--- src/rtl/router_register_param.sv ---
// rtl/router_register_param.sv - parametrised router datapath register stage with integrity and length check
module router_register_param #(
  parameter int unsigned DATA_WIDTH   = 8,
  parameter int unsigned ADDR_WIDTH   = 2,
  parameter int unsigned NUM_CHANNELS = 3,
  parameter int unsigned CHECK_MODE   = 0,
  localparam int unsigned LEN_WIDTH   = DATA_WIDTH - ADDR_WIDTH
) (
  input  logic                  clk,
  input  logic                  rst,
  input  logic                  pkt_valid,
  input  logic                  fifo_full,
  input  logic                  rst_int_reg,
  input  logic                  detect_addr,
  input  logic                  lfd_state,
  input  logic                  ld_state,
  input  logic                  laf_state,
  input  logic                  full_state,
  input  logic [DATA_WIDTH-1:0] data_in,
  output logic [DATA_WIDTH-1:0] data_out,
  output logic                  parity_done,
  output logic                  low_pkt_valid,
  output logic                  error,
  output logic                  len_error,
  output logic [LEN_WIDTH-1:0]  payload_cnt
);

  localparam logic [LEN_WIDTH-1:0] CNT_MAX = {LEN_WIDTH{1'b1}};

  logic [DATA_WIDTH-1:0] header_q, header_d;
  logic [DATA_WIDTH-1:0] hold_q, hold_d;
  logic [DATA_WIDTH-1:0] data_out_q, data_out_d;
  logic [DATA_WIDTH-1:0] acc_q, acc_d;
  logic [DATA_WIDTH-1:0] check_q, check_d;
  logic [LEN_WIDTH-1:0]  cnt_q, cnt_d;
  logic                  low_q, low_d;
  logic                  pdone_q, pdone_d;
  logic                  err_q, err_d;
  logic                  lerr_q, lerr_d;
  logic                  addr_ok;
  logic                  payload_beat;
  logic [DATA_WIDTH-1:0] acc_next;

  assign addr_ok      = 32'(data_in[ADDR_WIDTH-1:0]) < NUM_CHANNELS;
  assign payload_beat = ld_state && pkt_valid && !full_state;

  // Integrity accumulator step: XOR parity or additive checksum wrapping at the byte width
  always_comb begin
    acc_next = acc_q ^ data_in;
    if (CHECK_MODE == 1) acc_next = acc_q + data_in;
  end

  // Next-state for the datapath; detect_addr clears are applied last so they override any other state action
  always_comb begin
    header_d   = header_q;
    hold_d     = hold_q;
    data_out_d = data_out_q;
    acc_d      = acc_q;
    check_d    = check_q;
    cnt_d      = cnt_q;
    low_d      = low_q;
    pdone_d    = pdone_q;
    err_d      = err_q;
    lerr_d     = lerr_q;

    if (detect_addr && pkt_valid && addr_ok) header_d = data_in;

    if (lfd_state)                                data_out_d = header_q;
    else if (ld_state && pkt_valid && !fifo_full) data_out_d = data_in;
    else if (laf_state)                           data_out_d = hold_q;

    if (ld_state && fifo_full) hold_d = data_in;

    if (lfd_state)         acc_d = header_q;
    else if (payload_beat) acc_d = acc_next;

    if (payload_beat && (cnt_q != CNT_MAX)) cnt_d = cnt_q + LEN_WIDTH'(1);

    if (ld_state && !pkt_valid) begin
      check_d = data_in;
      low_d   = 1'b1;
    end
    if (rst_int_reg) low_d = 1'b0;

    if ((ld_state && !fifo_full && !pkt_valid) || (laf_state && low_q && !pdone_q)) pdone_d = 1'b1;

    // Verdicts are re-evaluated every cycle the packet is closed, from registered state only
    if (pdone_q) begin
      err_d  = (acc_q != check_q);
      lerr_d = (cnt_q != header_q[DATA_WIDTH-1:ADDR_WIDTH]);
    end

    if (detect_addr) begin
      pdone_d = 1'b0;
      err_d   = 1'b0;
      lerr_d  = 1'b0;
      cnt_d   = '0;
      acc_d   = '0;
    end
  end

  // State registers with synchronous active-high reset
  always_ff @(posedge clk) begin
    if (rst) begin
      header_q   <= '0;
      hold_q     <= '0;
      data_out_q <= '0;
      acc_q      <= '0;
      check_q    <= '0;
      cnt_q      <= '0;
      low_q      <= 1'b0;
      pdone_q    <= 1'b0;
      err_q      <= 1'b0;
      lerr_q     <= 1'b0;
    end else begin
      header_q   <= header_d;
      hold_q     <= hold_d;
      data_out_q <= data_out_d;
      acc_q      <= acc_d;
      check_q    <= check_d;
      cnt_q      <= cnt_d;
      low_q      <= low_d;
      pdone_q    <= pdone_d;
      err_q      <= err_d;
      lerr_q     <= lerr_d;
    end
  end

  assign data_out      = data_out_q;
  assign parity_done   = pdone_q;
  assign low_pkt_valid = low_q;
  assign error         = err_q;
  assign len_error     = lerr_q;
  assign payload_cnt   = cnt_q;

endmodule

--- config.mk ---
export PLATFORM = sky130hd
export DESIGN_NAME = router_register_param
export DESIGN_NICKNAME = d
export VERILOG_FILES = /design/src/rtl/router_register_param.sv
export SDC_FILE = /design/constraint.sdc
export NUM_CORES = 1
export LEC_CHECK = 0
export CAP_MARGIN = 10
export CORE_MARGIN = 8
export CORE_UTILIZATION = 45
export CTS_CLUSTER_DIAMETER = 30
export CTS_CLUSTER_SIZE = 10
export DETAILED_ROUTE_END_ITERATION = 10
export DONT_BUFFER_PORTS = 1
export MAX_ROUTING_LAYER = met4
export PLACE_DENSITY = 0.65
export SYNTH_ARGS = -nofsm -noshare
export SYNTH_HDL_FRONTEND = slang
export SYNTH_SLANG_ARGS = --single-unit
--- constraint.sdc ---
create_clock -name clk -period 4.1 [get_ports clk]
set_clock_uncertainty 0.05 [all_clocks]
set_input_delay 0.82 -clock clk [delete_from_list [all_inputs] [get_ports clk]]
set_output_delay 0.82 -clock clk [all_outputs]
set_load 0.05 [all_outputs]
Word-level counts from Yosys, hierarchy flattened
Cells that the tools add are included.

word-level totals
  memories = 0
  word-level logic and storage cells = 42
  input bits = 18
  output and inout port bits = 18
  RAM bits = 0
  ROM bits = 0
  flip-flop bits (word level) = 50
  latch bits = 0

operators by class
  reduce and logical (&&, ||, !) cells = 21
  div/mod/pow operators = 0
  $add $sub $neg = 1
  multiply operators = 0
  shift-type cells = 0
  order comparisons = 1
  eq/ne operators = 3
  multiplexer cells = 5
  bitwise operators = 1

operator list
  operator                                           count
  2-to-1 mux 8 bit                                   5
  logical AND 1 bit                                  12
  != test 8 bit                                      1
  XOR 8 bit                                          1
  adder 6 x 1 -> 6 bit, second input constant        1
  != test 6 bit                                      1
  != test 6 bit, second input constant               1
  logical NOT 1 bit                                  4
  OR reduction 2 bit                                 2
  nonzero test 3 bit                                 1
  less-than comparator 2 bit, second input constant  1
  nonzero test 2 bit                                 1
  logical OR 1 bit                                   1

Longest topological paths before layout
  depth after elaboration = 4
  mapped depth = 6
  depth with buffers taken out = 5

Least setup slack after synthesis
No wires, ideal clock.

  path type = reg-to-reg
  from = register cnt_q[0] (netlist: payload_cnt[0])
  to = register cnt_q[1] (netlist: payload_cnt[1])
  required time = 3934 ps
  library setup time = 116 ps
  stages on the path, launching flop included = 6
  arrival time = 1603 ps
  buffers on the path = 0
  period minus slack after synthesis = 1769 ps
  path slack = 2331 ps
  path through = dfxtp_1 > ha_1 > nand4_2 > o21a_4 > mux2i_1 > nor2_1

between the ends
  longest elaborated chain between the ends = 2
  elaborated cells on any way between the ends = 3
  those cells by class = 1 x add/sub; 1 x eq/ne; 1 x reduce/logical

RTL lines
  element                                                       line  text
  from (decl)                                                   35    logic [LEN_WIDTH-1:0] cnt_q, cnt_d;
  from (signal assigned)                                        121   cnt_q <= cnt_d;
  branches (longest 2 deep; another with adder 6 x 1 -> 6 bit)  n/a

Parallel ways; which one is timed is not known.
A chain may end at the register's enable or synchronous reset.

Worst setup path after layout
  from = register cnt_q[3] (netlist: payload_cnt[3])
  to = output port payload_cnt[3]

RTL lines
  element    line  text
  to (decl)  25    output logic [LEN_WIDTH-1:0] payload_cnt

No word-level cell between the ends.

==> out/qor.yml <==
floorplanning:
  fp-row-count: 27
  dieArea_mm2: 0.008236
  fp.dieH_um: 90.76
  coreArea_mm2: 0.005439
  fp.dieW_um: 90.76
  ioPinCount: 36
  start_util_pct: 46.24
finish:
  fillCellCount: 514
  final_cell_area_mm2: 0.002584
  area_delta_synth_final_pct: 2.736
  drive_above_1_share_pct: 14.89
  register_area_mm2: 0.001001
  multi_input_area_mm2: 0.001413
  antenna_cells: 0
  layout.nets: 281
synthesis:
  synth_top_area_share_pct: 39.80
  synth-edff-count: 0
  synth.most_common_cell: "dfxtp_1"
  syn_area_mm2: 0.002515
  syn-num-nets: 289
  ys_types: 38
  ys_seq_elements: 50
  synth-main-ff-cell: "dfxtp_1"
  syn_inst: 270
  synthTopCellsByCount: "dfxtp_1 (50), nor2_1 (35), nand2_1 (27), xnor2_1 (18), a21oi_1 (17)"
  seq_area_frac_synth_pct: 39.80
  synth_area_leaders: "dfxtp_1 (40%), xnor2_1 (6.3%), nor2_1 (5.2%), mux2_4 (4.8%), nand2_1 (4.0%)"
  synth_area_leader_cell: "dfxtp_1"
  ys_async_sr_fraction_pct: 0
  yosysWarnings: 0
  avgSynthCellArea_um2: 9.314
placed_design:
  port_buffers: 0
  gp_congestion: 0.8424
  placed_cell_area_mm2: 0.002507
  place_hpwl_um: 4071
grt:
  grt_pass1_wl_um: 9294
  grt_overflow: 0
  antenna_found_initial: 0
  grt_max_degree: 36
  first_global_vias: 1685
  gr-usage-all-layers_pct: 14.47
outcome:
  status: "complete, no violations"
cts:
  cts_tree: "built"
  cts-root-buf: "clkbuf_8"
  numCtsBuffers: 5
  clock-sinks: 50
  post-cts-setup-buffers: 0
  cts_buffer_depth: 2
  cts_resized: 0
  clock_latency_ns: 0.30
  clk_pin_slew_ns: 0.09
  hold_buffers: 0
  h-tree-depth: 2
drt:
  wirelength_um: 5692
  drt-pass1-iter-count: 4
  drtIter0Drc: 77
  wire_per_inst_um: 17.04
  viasPerCell: 5.296
  ant_nets: 0
  num_vias: 1769
  drc: 0
worst_hold_path:
  hp-class: "flip-flop to flip-flop"
sta:
  setup_violations: 0
  hold_violations: 0
  timing.final.crit_share_pct: 47.62
  tns_ns: 0
  worstMarginPinSlew_ns: 0.7292
  relSlewSlack_pct: 51.39
  slew_viol_final: 0
  period_minus_slack_ns: 1.952
  rsz0062_at_grt: "no"
  fmax_mhz: 512.2
setup_path:
  crit_fanout: 6
  required_ns: 3.23
  cp-end-kind: "output pin"
  path_class: "flip-flop to output pin"
  worstPathArrival_ns: 1.08
  crit_path_start_kind: "flip-flop"
power_and_ir_drop:
  leakagePower_nw: 1.005
  p_per_area_mw_per_mm2: 352.9
  peakVddDrop_mv: 0.1355
  total_power_uw: 911.8
job:
  drv_cap: 0
-- worst paths after layout --
kind	from	endpoint	slack [ns]	depth (start not counted)
min	hold_q[1]	hold_q[1]	0.40	2
max	payload_cnt[3]	payload_cnt[3]	2.15	0
max reg2reg	payload_cnt[0]	payload_cnt[1]	2.18	5
min reg2reg	hold_q[1]	hold_q[1]	0.40	2
-- logic make-up (layout without fill, tap and decap cells) --
| logic type | Yosys count | count (layout) | share of synthesized area (%) |
|---|---|---|---|
| XOR/XNOR | 26 | 26 | 9.055 |
| multiplexers | 17 | 17 | 8.359 |
| buffers and inverters | 16 | 8 | 4.030 |
| adder cells (fa/ha/maj) | 1 | 1 | 0.4974 |
| AO/OA/AOI/OAI | 24 | 24 | 5.423 |
| AND/OR/NAND/NOR | 136 | 136 | 32.84 |
| flip-flops | 50 | 50 | 39.80 |
-- power breakdown --
group | internal (mW) | leakage, nW | switching, mW
logic | 0.0517 | 0.558 | 0.0461
clock network | 0.118 | 0.0383 | 0.153
registers | 0.505 | 0.408 | 0.0380
-- area by class of cell --
cell class | count | share of cell area, %
inverters | 1 | 0.1453
clock buffers | 7 | 2.954
well taps | 72 | 3.487
multi-input cells | 204 | 54.67
flip-flops and latches | 50 | 38.74
-- through the flow --
step / util [%] / setup WS (ns) / hold slack, ns / instances
2_1_floorplan: - / 2.331 / 0.3812 / 270
3_3_place_gp: 46.10 / 2.219 / 0.3829 / 327
3_5_place_dp: 46.10 / 2.178 / 0.3874 / 327
4_1_cts: 47.50 / 2.126 / 0.3993 / 334
5_1_grt: 47.50 / 2.052 / 0.4197 / 334
6_report: 47.50 / 2.148 / 0.3977 / 334
-- sequential cells by signal, summed over array words and instances (netlist names) --
name	cells
parity_done	1
header_q	8
acc_q	8
low_pkt_valid	1
hold_q	8
check_q	8
error	1
payload_cnt	6
data_out	8
len_error	1
-- worst reg2reg max path, stage by stage, from the launching register on --
cell and delay [ns]:
dfxtp_1 0.75, ha_1 0.34, nand4_2 0.18, o21a_4 0.28, mux2i_1 0.14, nor2_1 0.05
-- cells in the final DEF, fill, tap and decap left out, types with 2 or more instances in the layout --
cell / count
nand2_1: 27
or2b_1: 5
clkbuf_8: 5
clkbuf_1: 2
nand4_1: 5
and2_1: 2
xor2_1: 8
nand4b_1: 7
nor3_2: 5
a21oi_1: 17
a31oi_1: 3
nor3_1: 5
nand2b_1: 4
nor2b_1: 9
xnor2_1: 18
o21ai_0: 2
mux2i_1: 9
mux2_4: 8
nand3_1: 8
dfxtp_1: 50
nor2_2: 8
nor2_1: 35
nor4_2: 8
-- routing by layer --
| metal | up-vias | global-route usage (%) | share of wire [%] |
|---|---|---|---|
| li1 | 902 | - | - |
| met1 | 832 | 16.08 | 44 |
| met5 | - | - | 0 |
| met4 | 0 | 4.161 | 1.0 |
| met3 | 4 | 4.821 | 5.4 |
| met2 | 31 | 24.06 | 49 |
(Power assumes the default switching activity.)
